==> src/rtl/mem_arb_pkg.sv <==
// mem_arb_pkg: state and grant encodings shared by the memory port arbiter.
package mem_arb_pkg;
  typedef enum logic [1:0] {IDLE, BUSY_IF, BUSY_DM} state_e;
  localparam logic [1:0] GNT_NONE = 2'b00;
  localparam logic [1:0] GNT_IF   = 2'b01;
  localparam logic [1:0] GNT_DM   = 2'b10;
endpackage

==> src/rtl/mem_arb_prio.sv <==
// mem_arb_prio: DM-first priority with a saturating starvation counter that forces IF through.
module mem_arb_prio #(
  parameter int MAX_STARVE = 4
) (
  input  logic clk,
  input  logic rst,
  input  logic if_req_i,
  input  logic dm_req_i,
  input  logic gnt_i,
  output logic sel_if_o
);
  localparam logic [3:0] MAX = 4'(MAX_STARVE);
  logic [3:0] cnt_q, cnt_d;
  assign sel_if_o = if_req_i & (~dm_req_i | (cnt_q == MAX));
  // Only DM wins taken while IF waits count toward starvation.
  always_comb
    cnt_d = !gnt_i ? cnt_q : sel_if_o ? 4'd0 : (if_req_i && cnt_q != MAX) ? cnt_q + 4'd1 : cnt_q;
  always_ff @(posedge clk or negedge rst)
    if (!rst) cnt_q <= 4'd0;
    else      cnt_q <= cnt_d;
endmodule

==> src/rtl/mem_port_arbiter.sv <==
// mem_port_arbiter: shares one memory port between fetch and data access, one transaction at a time.
module mem_port_arbiter
  import mem_arb_pkg::*;
#(
  parameter int ADDR_W     = 16,
  parameter int DATA_W     = 16,
  parameter int MAX_STARVE = 4
) (
  input  logic              clk,
  input  logic              rst,
  input  logic              i_if_req,
  input  logic [ADDR_W-1:0] i_if_addr,
  output logic [DATA_W-1:0] o_if_rdata,
  output logic              o_if_done,
  input  logic              i_dm_req,
  input  logic              i_dm_we,
  input  logic [ADDR_W-1:0] i_dm_addr,
  input  logic [DATA_W-1:0] i_dm_wdata,
  output logic [DATA_W-1:0] o_dm_rdata,
  output logic              o_dm_done,
  output logic              o_mem_req,
  output logic              o_mem_we,
  output logic [ADDR_W-1:0] o_mem_addr,
  output logic [DATA_W-1:0] o_mem_wdata,
  input  logic [DATA_W-1:0] i_mem_rdata,
  input  logic              i_mem_ready,
  output logic [1:0]        o_grant,
  output logic              o_stall_if,
  output logic              o_stall_mem
);
  state_e              state_q;
  logic                mem_req_q, mem_we_q, if_done_q, dm_done_q;
  logic [ADDR_W-1:0]   mem_addr_q;
  logic [DATA_W-1:0]   mem_wdata_q, if_rdata_q, dm_rdata_q;
  logic [1:0]          grant_q;
  logic                gnt, sel_if;
  assign gnt = (state_q == IDLE) && (i_if_req || i_dm_req);
  mem_arb_prio #(.MAX_STARVE(MAX_STARVE)) u_prio (
    .clk      (clk),
    .rst      (rst),
    .if_req_i (i_if_req),
    .dm_req_i (i_dm_req),
    .gnt_i    (gnt),
    .sel_if_o (sel_if)
  );
  // Every grant returns through IDLE so a requester can drop req after its done pulse.
  always_ff @(posedge clk or negedge rst)
    if (!rst) begin
      state_q     <= IDLE;
      mem_req_q   <= 1'b0;
      mem_we_q    <= 1'b0;
      mem_addr_q  <= '0;
      mem_wdata_q <= '0;
      if_rdata_q  <= '0;
      dm_rdata_q  <= '0;
      if_done_q   <= 1'b0;
      dm_done_q   <= 1'b0;
      grant_q     <= GNT_NONE;
    end else begin
      if_done_q <= 1'b0;
      dm_done_q <= 1'b0;
      case (state_q)
        IDLE: if (gnt) begin
          state_q     <= sel_if ? BUSY_IF : BUSY_DM;
          mem_req_q   <= 1'b1;
          mem_we_q    <= sel_if ? 1'b0 : i_dm_we;
          mem_addr_q  <= sel_if ? i_if_addr : i_dm_addr;
          mem_wdata_q <= sel_if ? '0 : i_dm_wdata;
          grant_q     <= sel_if ? GNT_IF : GNT_DM;
        end
        default: if (i_mem_ready) begin
          state_q   <= IDLE;
          mem_req_q <= 1'b0;
          grant_q   <= GNT_NONE;
          if (state_q == BUSY_IF) begin
            if_done_q  <= 1'b1;
            if_rdata_q <= i_mem_rdata;
          end else begin
            dm_done_q <= 1'b1;
            if (!mem_we_q) dm_rdata_q <= i_mem_rdata;
          end
        end
      endcase
    end
  assign o_mem_req   = mem_req_q;
  assign o_mem_we    = mem_we_q;
  assign o_mem_addr  = mem_addr_q;
  assign o_mem_wdata = mem_wdata_q;
  assign o_if_rdata  = if_rdata_q;
  assign o_dm_rdata  = dm_rdata_q;
  assign o_if_done   = if_done_q;
  assign o_dm_done   = dm_done_q;
  assign o_grant     = grant_q;
  assign o_stall_if  = i_if_req & ~if_done_q;
  assign o_stall_mem = i_dm_req & ~dm_done_q;
endmodule

==> config.mk <==
export PLATFORM = sky130hd
export DESIGN_NAME = mem_port_arbiter
export DESIGN_NICKNAME = d
export VERILOG_FILES = /design/src/rtl/mem_arb_pkg.sv /design/src/rtl/mem_arb_prio.sv /design/src/rtl/mem_port_arbiter.sv
export SDC_FILE = /design/constraint.sdc
export NUM_CORES = 1
export LEC_CHECK = 0
export ABC_AREA = 1
export ABC_CLOCK_PERIOD_IN_PS = 1900
export CAP_MARGIN = 5
export CORE_MARGIN = 2
export CORE_UTILIZATION = 40
export DETAILED_ROUTE_END_ITERATION = 8
export PLACE_DENSITY_LB_ADDON = 0.12
export SLEW_MARGIN = 20
export SYNTH_ARGS = -nofsm -noshare
export SYNTH_HDL_FRONTEND = slang
export SYNTH_SLANG_ARGS = --single-unit
export TNS_END_PERCENT = 50
==> constraint.sdc <==
create_clock -name clk -period 1.9 [get_ports clk]
set_clock_uncertainty 0.05 [all_clocks]
set_input_delay 0.285 -clock clk [delete_from_list [all_inputs] [get_ports clk]]
set_output_delay 0.285 -clock clk [all_outputs]
set_load 0.01 [all_outputs]
* Yosys cells after proc, flatten, opt, wreduce, memory -nomap -nowiden *
Cells that the tools add are included.

word-level totals
  bits in registers = 74
  output and inout bits = 72
  word-level logic and storage cells = 54

cells by class
  eq/ne operators = 4
  bitwise gates (word level) = 10
  $add $sub $neg = 1
  reduce and logical (&&, ||, !) cells = 11
  multiplexer cells = 18

operator list
  cell                   number
  $mux W16               2
  $mux W1                10
  $mux W2                4
  $mux W4                2
  $not A1 Y1             6
  $reduce_and A2 Y1      3
  $add A4 B1 Y4 const B  1
  $eq A4 B3 Y1 const B   1
  $ne A4 B3 Y1 const B   1
  $reduce_and A4 Y1      1
  $reduce_bool A2 Y1     2
  $and A1 B1 Y1          3
  $reduce_and A3 Y1      1
  $eq A2 B1 Y1 const B   1
  $logic_and A1 B1 Y1    2
  $logic_not A2 Y1       1
  $ne A2 B1 Y1 const B   1
  $logic_or A1 B1 Y1     1
  $or A1 B1 Y1           1

* Logic depth before layout (Yosys ltp) *
  depth in word-level cells = 6
  depth in mapped cells = 9
  gate-level depth less buffers = 8

* Modules after synthesis *
A second synthesis with hierarchy kept.

unflattened totals
  cells, all modules = 383
  area, all modules = 3221.8 µm²

modules (own cells, without submodules)
  module            seq. area each (µm²)  cells an instance  instances  area an instance (µm²)
  mem_port_arbiter  1751.7                351                1          2964.1
  mem_arb_prio      100.1                 32                 1          257.7

* Worst setup path after synthesis *
OpenSTA, ideal clock, no wires.

  path type = flip-flop to flip-flop
  start point = reg u_prio.cnt_q[0]
  end point = reg mem_wdata_q[0] (netlist: o_mem_wdata[0])
  cell stages (with the launch flop) = 10
  arrival = 1.256 ns
  slack = 0.477 ns
  buffers on the path = 2
  library setup time = 0.117 ns
  data required time = 1.733 ns
  path through = dfrtp_1 -> inv_1 -> ha_1 -> nand3_1 -> nand2_2 -> nand2_2 -> buf_4 -> buf_6 -> nand3_1 -> nand2_1

between the ends
  word-level cells in the longest chain between the ends = 4

ends and longest elaborated chain
  element                 line                    text
  start, declared         mem_arb_prio.sv:13      logic [3:0] cnt_q, cnt_d;
  start signal, assigned  mem_arb_prio.sv:20      else cnt_q <= cnt_d;
  $eq A4 B3 Y1            mem_arb_prio.sv:14      assign sel_if_o = if_req_i & (~dm_req_i | (cnt_q == MAX));
  $or A1 B1 Y1            mem_arb_prio.sv:14
  $and A1 B1 Y1           mem_arb_prio.sv:14
  $mux W16                mem_port_arbiter.sv:68  mem_wdata_q <= sel_if ? '0 : i_dm_wdata;
  end signal, assigned    mem_port_arbiter.sv:68
  end, declared           mem_port_arbiter.sv:34  logic [DATA_W-1:0] mem_wdata_q, if_rdata_q, dm_rdata_q;

No other way between the ends.
A chain may end at the register's enable or synchronous reset.

* Worst setup path in the final report *
  start point = in i_dm_req
  end point = out o_stall_mem

between the ends
  word-level cells in the longest chain between the ends = 1

ends and longest elaborated chain
  element          line                    text
  start, declared  mem_port_arbiter.sv:15  input logic i_dm_req,
  $and A1 B1 Y1    mem_port_arbiter.sv:95  assign o_stall_mem = i_dm_req & ~dm_done_q;
  end, declared    mem_port_arbiter.sv:29  output logic o_stall_mem

No other way between the ends.

==> results.md <==
- Outcome: finished, final reports clean
- # Max-Cap Violations: 0
- Max Slew Vio Count: 0
- Unrepaired setup endpoints after global routing: no
- Asr flop ratio synth: 100.0%
- Fin Setup TNS: 0 ns
- Final hold vios: 0
- CTS Sinks: between 70 and 80
- Fillers: ~670
- Post-route design area: 4994 um2
- GPL Wtd Cong: between 0.8 and 0.9
- FP Rows: 32
- Syn_area_per_cell: between 8 and 9 um2
- Post-Route Utilization: between 60% and 70%
- Post-CTS setup buffer count: 0
- Sequential cell area fraction in the yosys report: between 50% and 60%
- Clock Latency Late Sink: approximately 0.34 ns
- Synth area leaders: dfrtp_1 (57%), nand2_1 (14%), nand3_1 (8.4%)
- Vias in the first global route: roughly 3000
- Peak Freq: around 550 MHz
- Yosys reg bits: 74
- TritonCTS Buffers: 9
- Most common cell in the synthesized netlist: nand2_1
- Critical path class: input pin to output port
- Synth top area share: between 50% and 60%
- Antenna cells: 0
- Initial antenna violation count: 0
- Crit path max fanout: 2
- Tcrit/Tclk final: 96.12%
- Io pins: 142
- Vias per cell: about 4.6
- Cts repair resizes: 0
- DR pass1 iterations: 4
- CORE AREA: slightly below 8000 um2
- Prevailing post-synth register cell: dfrtp_1
- DRT iter0 DRCs: slightly below 70
- Mapped Area: approximately 3200 um2
- Dpl cells: just over 600
- P per Cell Area: around 1500 nW/um2
- Root buffer cell: clkbuf_8
- PortBufs: approximately 140
- Share of layout cells above drive strength 1: 6.379%
- Die height: 93.84 um
- Hold Crit Class: input pin to async pin
- Die span in x: approximately 94 um
- Initial core utilization: 41.56%
- Layout area overhead: 54.69%
- Tmin final: between 1.5 and 2 ns
- LEAKAGE: about 2.5 nW
- Nets: 600
- Grt total ovfl: 0
- Crit path cell chain: clkdlybuf4s50_1 -> inv_1 -> nor2_1 -> clkdlybuf4s50_1
- H-tree depth: 3
- Synth cell count leaders: nand2_1 (124), dfrtp_1 (74), inv_1 (57)
- Critical Path AT: approximately 1.5 ns
- Clock buffer depth: 2
- Die area: just under 9000 um2
- Routed wire per std cell: between 10 and 15 um
- Setup Viol. Count Final: 0
- Post-DRT Antenna Nets: 0
- Relative slew slack: 60.76%
- Yosys warning total: 0
- WL final: between 8 and 9 mm
- Unique masters post-synth: 19
- Worst VDD drop: 891.8 uV
- Area leader, netlist: dfrtp_1
- Total GRT Usage: about 20%
- Fin cells: about 640
- Reg clk slew, reported paths: 0.08 ns
- CP most frequent cell: clkdlybuf4s50_1
- HPWL Detailed: roughly 6 mm
- Worst setup SP type: input pin
- Synthesized netlist cell count: between 300 and 400
- CP peak stage delay: roughly 0.55 ns
- Synthesized netlist net count: roughly 460
- Largest net degree at the start of global routing: 46
- Post-synth EDFFs: 0
- TritonCTS clock tree: yes
- Critical path capture point type: output port
- Crit-path slowest cell: clkdlybuf4s50_1
- DRC viols: 0
- DP Area: between 4000 and 5000 um2
- Total number of vias: a little under 3000
- Slew @ Worst Pin: 0.5886 ns
- CP Data Required Time: 1.56 ns
- First-pass GRT wire length: 13.81 mm
[where the power goes]
part | switching, mW | total [mW] | internal (mW)
combinational | 1.61 | 3.38 | 1.77
clock | 0.568 | 1.41 | 0.845
sequential | 0.416 | 2.71 | 2.30
[area by class of cell]
type	instances	area [um2]	area share, %
Sequential cell	74	1852	37.08
Timing Repair Buffer	153	1526	30.57
Multi-Input combinational cell	231	1028	20.60
Inverter	59	221.5	4.435
Clock buffer	12	165.2	3.307
Tap cell	102	127.6	2.556
Clock inverter	4	72.57	1.453
[metal layers]
layer | track usage, % | routed length (um)
met1 | 25.03 | 3597
met4 | 8.696 | 155
met2 | 33.81 | 4154
met5 | 0 | 0
met3 | 5.217 | 545
[layout by cell type, fill, tap and decap left out]
master,n
a21oi_4,1
buf_12,2
buf_4,10
bufinv_16,2
clkbuf_8,12
clkdlybuf4s50_1,140
clkinv_2,1
clkinvlp_4,1
dfrtp_1,74
dlygate4sd3_1,1
ha_1,2
inv_1,57
inv_2,2
nand2_1,124
nand2_2,2
nand3_1,54
nand4_1,2
nor2_1,8
nor2_2,1
nor3_1,1
o21ai_0,34
o22ai_1,1
xor2_1,1
[sequential cells by signal (all words and copies together) (netlist names)]
register,flops
o_dm_rdata,16
o_if_rdata,16
o_mem_addr,16
o_mem_wdata,16
u_prio.cnt_q,4
o_grant,2
o_dm_done,1
o_if_done,1
o_mem_req,1
o_mem_we,1
[worst max-delay path, delay by kind of cell]
kind                   cells  cell delay, ns
AND/OR/NAND/NOR            1            0.10
buffers and inverters      3            1.10
[path summary, 6_finish.rpt]
kind                       slack (ns)                           to                   startpoint  depth (start not counted)
max reg2reg                      0.26  u_prio.cnt_q[0]$_DFFE_PN0P_  u_prio.cnt_q[0]$_DFFE_PN0P_                          8
max in group asynchronous        0.80   o_dm_rdata[13]$_DFFE_PN0P_                          rst                          3
min reg2reg                      0.43   o_mem_addr[13]$_DFFE_PN0P_   o_mem_addr[13]$_DFFE_PN0P_                          2
min                              0.42   o_mem_addr[15]$_DFFE_PN0P_                          rst                          2
min in group clk                 0.43   o_mem_addr[13]$_DFFE_PN0P_   o_mem_addr[13]$_DFFE_PN0P_                          2
max                              0.07                  o_stall_mem                     i_dm_req                          4
[cells by family after synthesis]
kind of cell             count (synthesis)  share of synthesized area [%]
adder cells (fa/ha/maj)                  2                         0.7751
flip-flops                              74                          57.36
XOR/XNOR                                 1                         0.2714
AO/OA/AOI/OAI                           36                          5.969
AND/OR/NAND/NOR                        192                          24.84
buffers and inverters                   78                          10.78
[metrics by stage]
step           hold WS (ns)  total power [mW]  worst slack [ns]
2_1_floorplan      -0.06059             4.255            0.4771
3_3_place_gp         0.2778             6.065            0.1035
3_5_place_dp         0.2839             6.141           0.08855
4_1_cts              0.4283             7.603           0.08638
5_1_grt              0.4255             8.060           0.02292
6_report             0.4178             7.504           0.07367
[repair_timing]
item,in CTS,in global routing
hold endpoints to repair,44,0
hold buffers,1,0
endpoints found under the setup margin,0,0
Note: power is estimated with default switching activity, not from simulation.
